File: src/rtl/cavlc_scan_prep_pkg.sv
// Shared definitions for the CAVLC scan-preparation block: zigzag map,
// controller states and the coefficient word type of the quant/entropy path.
package cavlc_scan_prep_pkg;

  localparam int COEF_MSB = 31;

  typedef logic signed [COEF_MSB:0] coef_t;

  typedef enum logic [1:0] {
    IDLE  = 2'd0,
    COUNT = 2'd1,
    EMIT  = 2'd2
  } state_t;

  // Scan position -> raster index (4*row+col) for a 4x4 frame block.
  localparam logic [3:0] ZIGZAG [16] = '{
    4'd0, 4'd1, 4'd4, 4'd8, 4'd5, 4'd2, 4'd3, 4'd6,
    4'd9, 4'd12, 4'd13, 4'd10, 4'd7, 4'd11, 4'd14, 4'd15
  };

endpackage

File: src/rtl/cavlc_scan_prep.sv
// Zigzag-reorders a 4x4 coefficient block, computes TotalCoeff/TrailingOnes/
// TotalZeros, then streams nonzero levels with run_before in reverse scan order.
module cavlc_scan_prep
  import cavlc_scan_prep_pkg::*;
#(
  parameter int BIT_LENGTH = 31
) (
  input  logic                    clk,
  input  logic                    reset,
  input  logic                    in_valid,
  output logic                    in_ready,
  input  logic signed [BIT_LENGTH:0] quantized [16],
  output logic                    stats_valid,
  output logic [4:0]              total_coeff,
  output logic [1:0]              trailing_ones,
  output logic [3:0]              total_zeros,
  output logic                    coef_valid,
  input  logic                    coef_ready,
  output logic signed [BIT_LENGTH:0] coef_level,
  output logic [3:0]              coef_run,
  output logic                    coef_last,
  output logic [1:0]              state_dbg
);

  // Handshakes: a transfer happens on an edge where valid && ready; a source
  // holds its payload stable while valid is high and ready is low.

  state_t state, state_nxt;

  logic signed [BIT_LENGTH:0] scan [16];
  logic [3:0] run [16];
  logic [3:0] pos, ptr, zcnt, last_idx, first_idx;
  logic [4:0] tc;
  logic [1:0] t1;
  logic       seen;

  logic signed [BIT_LENGTH:0] cur;
  logic       nz, mag1;
  logic [4:0] tc_n;
  logic [1:0] t1_n;
  logic [3:0] zc_n, last_n, first_n;
  logic [4:0] tz_w;
  logic       beat_take;

  always_comb begin
    cur     = scan[pos];
    nz      = (cur != '0);
    // Full-width test: -1 is the all-ones word.
    mag1    = (cur == {{BIT_LENGTH{1'b0}}, 1'b1}) || (&cur);
    tc_n    = nz ? tc + 5'd1 : tc;
    t1_n    = !nz ? t1 : (mag1 ? ((t1 == 2'd3) ? 2'd3 : t1 + 2'd1) : 2'd0);
    zc_n    = nz ? 4'd0 : zcnt + 4'd1;
    last_n  = nz ? pos : last_idx;
    first_n = (nz && !seen) ? pos : first_idx;
    tz_w    = {1'b0, last_n} + 5'd1 - tc_n;
  end

  assign in_ready    = (state == IDLE);
  assign stats_valid = (state == EMIT);
  assign coef_valid  = (state == EMIT) && (scan[ptr] != '0);
  assign coef_level  = coef_valid ? scan[ptr] : '0;
  assign coef_run    = coef_valid ? run[ptr] : 4'd0;
  assign coef_last   = coef_valid && (ptr == first_idx);
  assign beat_take   = coef_valid && coef_ready;
  assign state_dbg   = state;

  always_comb begin
    state_nxt = state;
    case (state)
      IDLE:  if (in_valid) state_nxt = COUNT;
      COUNT: if (pos == 4'd15) state_nxt = EMIT;
      EMIT:  if ((tc == 5'd0) || (beat_take && coef_last)) state_nxt = IDLE;
      default: state_nxt = IDLE;
    endcase
  end

  always_ff @(posedge clk or posedge reset) begin
    if (reset) state <= IDLE;
    else       state <= state_nxt;
  end

  always_ff @(posedge clk or posedge reset) begin
    if (reset) begin
      for (int i = 0; i < 16; i++) begin
        scan[i] <= '0;
        run[i]  <= '0;
      end
      pos           <= '0;
      ptr           <= '0;
      zcnt          <= '0;
      last_idx      <= '0;
      first_idx     <= '0;
      tc            <= '0;
      t1            <= '0;
      seen          <= 1'b0;
      total_coeff   <= '0;
      trailing_ones <= '0;
      total_zeros   <= '0;
    end else begin
      case (state)
        IDLE: begin
          if (in_valid) begin
            for (int i = 0; i < 16; i++) scan[i] <= quantized[ZIGZAG[i]];
            pos           <= '0;
            ptr           <= '0;
            zcnt          <= '0;
            last_idx      <= '0;
            first_idx     <= '0;
            tc            <= '0;
            t1            <= '0;
            seen          <= 1'b0;
            total_coeff   <= '0;
            trailing_ones <= '0;
            total_zeros   <= '0;
          end
        end
        COUNT: begin
          if (nz) run[pos] <= zcnt;
          tc        <= tc_n;
          t1        <= t1_n;
          zcnt      <= zc_n;
          last_idx  <= last_n;
          first_idx <= first_n;
          seen      <= seen | nz;
          pos       <= pos + 4'd1;
          if (pos == 4'd15) begin
            total_coeff   <= tc_n;
            trailing_ones <= t1_n;
            total_zeros   <= (tc_n == 5'd0) ? 4'd0 : tz_w[3:0];
            ptr           <= last_n;
          end
        end
        EMIT: begin
          // Zero positions are skipped one per cycle; the last beat leaves ptr alone.
          if ((scan[ptr] == '0) || (beat_take && !coef_last)) ptr <= ptr - 4'd1;
        end
        default: ;
      endcase
    end
  end

endmodule
File: config.mk
export PLATFORM = sky130hd
export DESIGN_NAME = cavlc_scan_prep
export DESIGN_NICKNAME = d
export VERILOG_FILES = /design/src/rtl/cavlc_scan_prep_pkg.sv /design/src/rtl/cavlc_scan_prep.sv
export SDC_FILE = /design/constraint.sdc
export NUM_CORES = 2
export LEC_CHECK = 0
export CAP_MARGIN = 25
export CORE_MARGIN = 8
export CORE_UTILIZATION = 59
export CTS_BUF_LIST = sky130_fd_sc_hd__clkbuf_4
export DETAILED_ROUTE_END_ITERATION = 10
export HOLD_SLACK_MARGIN = 0.05
export PLACE_DENSITY = 0.86
export RECOVER_POWER = 25
export SLEW_MARGIN = 10
export SYNTH_ARGS = -nofsm -noshare
export SYNTH_HDL_FRONTEND = slang
export SYNTH_SLANG_ARGS = --single-unit
File: constraint.sdc
create_clock -name clk -period 49 [get_ports clk]
set_clock_uncertainty 0.2 [all_clocks]
set_input_delay 4.9 -clock clk [delete_from_list [all_inputs] [get_ports clk]]
set_output_delay 4.9 -clock clk [all_outputs]
set_load 0.02 [all_outputs]
==> flow_summary.ini <==
[worst_setup_path]
crit_chain = clkbuf_1 > mux4_2 > a22oi_1 > nand2_1 > nor4_1 > nand4_1 > nor3_1 > clkbuf_1 > mux2i_1 > inv_1 > ha_1 > ha_1 > inv_1 > fa_1 > xnor2_1 > xnor2_1 > nand2_1 > nor4_1 > a31oi_1 > a32o_1
critical-path-max-stage-delay_ns = 6.02
criticalPathCategory = register to register
critical_path.endpoint_type = register
worstPathBufferInverterCount = 4
cp_top_family = buffers and inverters
crit_path_start_kind = register
r2r_cells = 20
worstPathMaxFanout = 111
critical_path_required_ns = 49.66
crit_path_top_delay_cell = sky130_fd_sc_hd__clkbuf_1
crit_arrival_ns = 15.50
cp_num_cells = 20

[final_layout]
multiInputGateArea_um2 = 15730
drive_gt1_share_pct = 16.99
final_cell_area_um2 = 40270
ff_latch_area_um2 = 15450
fill_cells = 3613
post_layout_net_count = 4259
area_growth_syn_to_layout_pct = 24.98

[cts]
clock_sink_count = 617
clock_insertion_delay_worst_skew_ns = 1.05
post-cts-setup-buffer-count = 0
cts_buffer_depth = 3
clock_tree.root_cell = sky130_fd_sc_hd__clkbuf_4
tritoncts = built
cts.clk_slew.worst_paths_ns = 0.07
numCtsBuffers = 162
postCtsHoldBufs = 0
postCtsResizedCells = 0
htree_levels = 4

[sta]
period_utilization_pct = 30.30
final.setup.tns_ns = 0
min_period_ns = 14.85
fmax_mhz = 67.35
final-max-slew-violation-count = 421
rsz0062_at_grt = false
number_of_hold_violations_in_the_final_report = 0
actual_slew_at_the_worst_max_slew_pin_ns = 8.587
slew-limit-headroom_pct = -472.5
setup_violations = 0

[power_and_ir_drop]
pwr_cell_area_nw_per_um2 = 64.68
vdd_drop_max_uv = 47.06
total_power_mw = 2.605
power_leakage_nw = 18.73

[hold_path]
timing.hold.worst_path_depth = 2
hold_class = register to register

[global_routing]
gr-usage-all-layers_pct = 39.15
vias_in_the_first_global_route = 28630
grt_antenna_before_repair = 30
largest_net_degree_at_the_start_of_global_routing = 129
grt_pass1_wl_mm = 182.3
globalRoute.totalOverflow = 0

[floorplan]
floorplan.die.width_um = 249.7
dieArea_um2 = 62350
floorplan.initialDensity_pct = 59.76
die_h_um = 249.7
core_area_um2 = 53920
num_rows = 85
pin_count = 569

[place]
detailed_place.area_um2 = 38120
numPortBuffers = 568
hpwlAfterDp_mm = 90.27
routabilityCongestion = 1.018

[logic_synthesis]
synth_edf_count = 0
sequential_area_share_after_synthesis_pct = 47.91
synthFlopType = sky130_fd_sc_hd__dfrtp_1
count_of_state_elements_after_synthesis = 617
synth.lib_cells_used.distinct = 51
synthDominantCellAreaShare_pct = 47.91
synthesis.yosys.warnings = 0
avg_cell_area_syn_um2 = 10.12
synthTopCellsByArea = sky130_fd_sc_hd__dfrtp_1 (48%), sky130_fd_sc_hd__mux4_2 (19%), sky130_fd_sc_hd__nand2_1 (19%)
cell_count_after_synthesis = 3185
synth.cell_area_um2 = 32220
synth_fp_nets = 3718
synth_top_area_cell = sky130_fd_sc_hd__dfrtp_1
synth_async_reset_ratio_pct = 100.0

[route]
drt-initial-drc-count = 4155
ant_nets = 0
totalWireLength_mm = 123.5
drt-wirelength-per-cell_um = 27.14
route.detailed.drc = 0
num_vias = 29140
drt_pre_antenna_iters = 6
via_per_inst = 6.405

[status]
violations = max-capacitance violations, max-slew violations
outcome = finished with violations

[flow_run]
cap_violations = 6
synthesized netlist by cell type, drive strengths merged, types with 2 or more instances:
| cell | instances |
|---|---|
| o31ai | 4 |
| o211ai | 4 |
| o21ai | 19 |
| and3 | 2 |
| buf | 67 |
| a22oi | 62 |
| nand2 | 1599 |
| dfrtp | 617 |
| nand4 | 20 |
| nor2 | 15 |
| a31oi | 2 |
| nand3 | 5 |
| nor4 | 17 |
| mux2 | 69 |
| o22ai | 2 |
| or3 | 10 |
| nor4b | 4 |
| nand2b | 2 |
| inv | 24 |
| a21oi | 7 |
| mux4 | 277 |
| a32o | 2 |
| or4 | 2 |
| a221oi | 34 |
| or2 | 2 |
| o2bb2ai | 2 |
| clkinv | 2 |
| xor2 | 5 |
| a22o | 38 |
| mux2i | 8 |
| clkbuf | 168 |
| o221ai | 4 |
| and2 | 9 |
| ha | 16 |
| xnor2 | 10 |
| nor3 | 39 |
| nor2b | 6 |
logic make-up (layout without fill, tap and decap cells):
family / Yosys count / count (layout) / share of synthesized area, %
mux: 354 / 354 / 22.02
simple gates: 1733 / 1733 / 20.99
flops: 617 / 617 / 47.91
buf+inv: 261 / 901 / 3.456
other cells: 0 / 29 / 0
compound gates: 188 / 188 / 4.531
fa+ha+maj: 17 / 17 / 0.6834
xor+xnor: 15 / 15 / 0.4077
layer usage:
layer / vias to the layer above / GRT usage (%) / routed length (um) / part of all wire (%)
li1: 12080 / - / - / -
met1: 14110 / 51.12 / 43690 / 35
met2: 2530 / 54.57 / 52760 / 43
met3: 412 / 17.03 / 19680 / 16
met4: 10 / 21.83 / 7295 / 5.9
met5: - / 0.07930 / 76 / 0.062
worst register-to-register path, stage by stage, from the launching register on:
cell	delay, ns
sky130_fd_sc_hd__dfrtp_1	1.35
sky130_fd_sc_hd__clkbuf_1	6.03
sky130_fd_sc_hd__mux4_2	1.25
sky130_fd_sc_hd__a22oi_1	0.38
sky130_fd_sc_hd__nand2_1	0.31
sky130_fd_sc_hd__nor4_1	0.35
sky130_fd_sc_hd__nand4_1	0.59
sky130_fd_sc_hd__nor3_1	0.35
sky130_fd_sc_hd__clkbuf_1	1.10
sky130_fd_sc_hd__mux2i_1	0.43
sky130_fd_sc_hd__inv_1	0.35
sky130_fd_sc_hd__ha_1	0.20
sky130_fd_sc_hd__ha_1	0.14
sky130_fd_sc_hd__inv_1	0.05
sky130_fd_sc_hd__fa_1	0.43
sky130_fd_sc_hd__xnor2_1	0.16
sky130_fd_sc_hd__xnor2_1	0.30
sky130_fd_sc_hd__nand2_1	0.10
sky130_fd_sc_hd__nor4_1	0.23
sky130_fd_sc_hd__a31oi_1	0.11
sky130_fd_sc_hd__a32o_1	0.28
path summary, 6_finish.rpt:
check | from | endpoint | slack (ns)
setup reg to reg | pos[0] | total_zeros[3] | 34.15
setup / recovery | pos[0] | total_zeros[3] | 34.15
hold reg to reg | total_coeff[2] | total_coeff[2] | 0.28
max in group asynchronous | reset | scan[331] | 36.90
min in group asynchronous | reset | scan[137] | 5.90
hold / removal | total_coeff[2] | total_coeff[2] | 0.28
layout by cell type (no fill, tap or decap), types with 20 or more instances in the layout:
| master | synthesis | final |
|---|---|---|
| sky130_fd_sc_hd__a22o_1 | 38 | 38 |
| sky130_fd_sc_hd__nand2_1 | 1599 | 1598 |
| sky130_fd_sc_hd__dfrtp_1 | 617 | 614 |
| sky130_fd_sc_hd__mux2_2 | 69 | 66 |
| sky130_fd_sc_hd__diode_2 | 0 | 29 |
| sky130_fd_sc_hd__clkdlybuf4s50_1 | 0 | 566 |
| sky130_fd_sc_hd__clkbuf_4 | 0 | 240 |
| sky130_fd_sc_hd__inv_1 | 24 | 23 |
| sky130_fd_sc_hd__nand4_1 | 20 | 20 |
| sky130_fd_sc_hd__nor3_1 | 39 | 39 |
| sky130_fd_sc_hd__a22oi_1 | 62 | 62 |
| sky130_fd_sc_hd__mux4_2 | 277 | 277 |
| sky130_fd_sc_hd__a221oi_1 | 34 | 34 |
| sky130_fd_sc_hd__buf_4 | 7 | 30 |
metrics by stage:
step	cells	hold WS, ns	worst slack (ns)	utilization, %
2_1_floorplan	3185	0.2496	26.62	-
3_3_place_gp	4248	0.2620	37.30	70.70
3_5_place_dp	4248	0.2710	37.22	70.70
4_1_cts	4511	0.2867	36.01	74.35
5_1_grt	4542	0.3166	32.62	74.65
6_report	4550	0.2849	34.15	74.69
sequential cells by signal, summed over array words and instances, names as in the netlist:
register       flops
state_dbg          2
first_idx          4
total_coeff        5
zcnt               4
t1                 2
ptr                4
seen               1
run               64
trailing_ones      2
tc                 5
scan             512
last_idx           4
pos                4
total_zeros        4
power by group:
part           internal [mW]  total [mW]  switching, mW  leakage [nW]
Combinational          0.527        1.17          0.641          9.81
Clock                  0.228       0.450          0.223          1.16
Sequential             0.720       0.987          0.267          7.76
Total                   1.47        2.61           1.13          18.7
final cells by class:
| class | count | area share (%) |
|---|---|---|
| antenna | 29 | 0.1802 |
| clock buffer | 240 | 4.474 |
| clock inverter | 23 | 0.4070 |
| inverter | 26 | 0.2454 |
| multi-input combinational | 2307 | 39.06 |
| sequential | 617 | 38.37 |
| tap | 696 | 2.162 |
| timing repair buffer | 612 | 15.10 |
No activity file was read; power rests on OpenSTA's default activity.
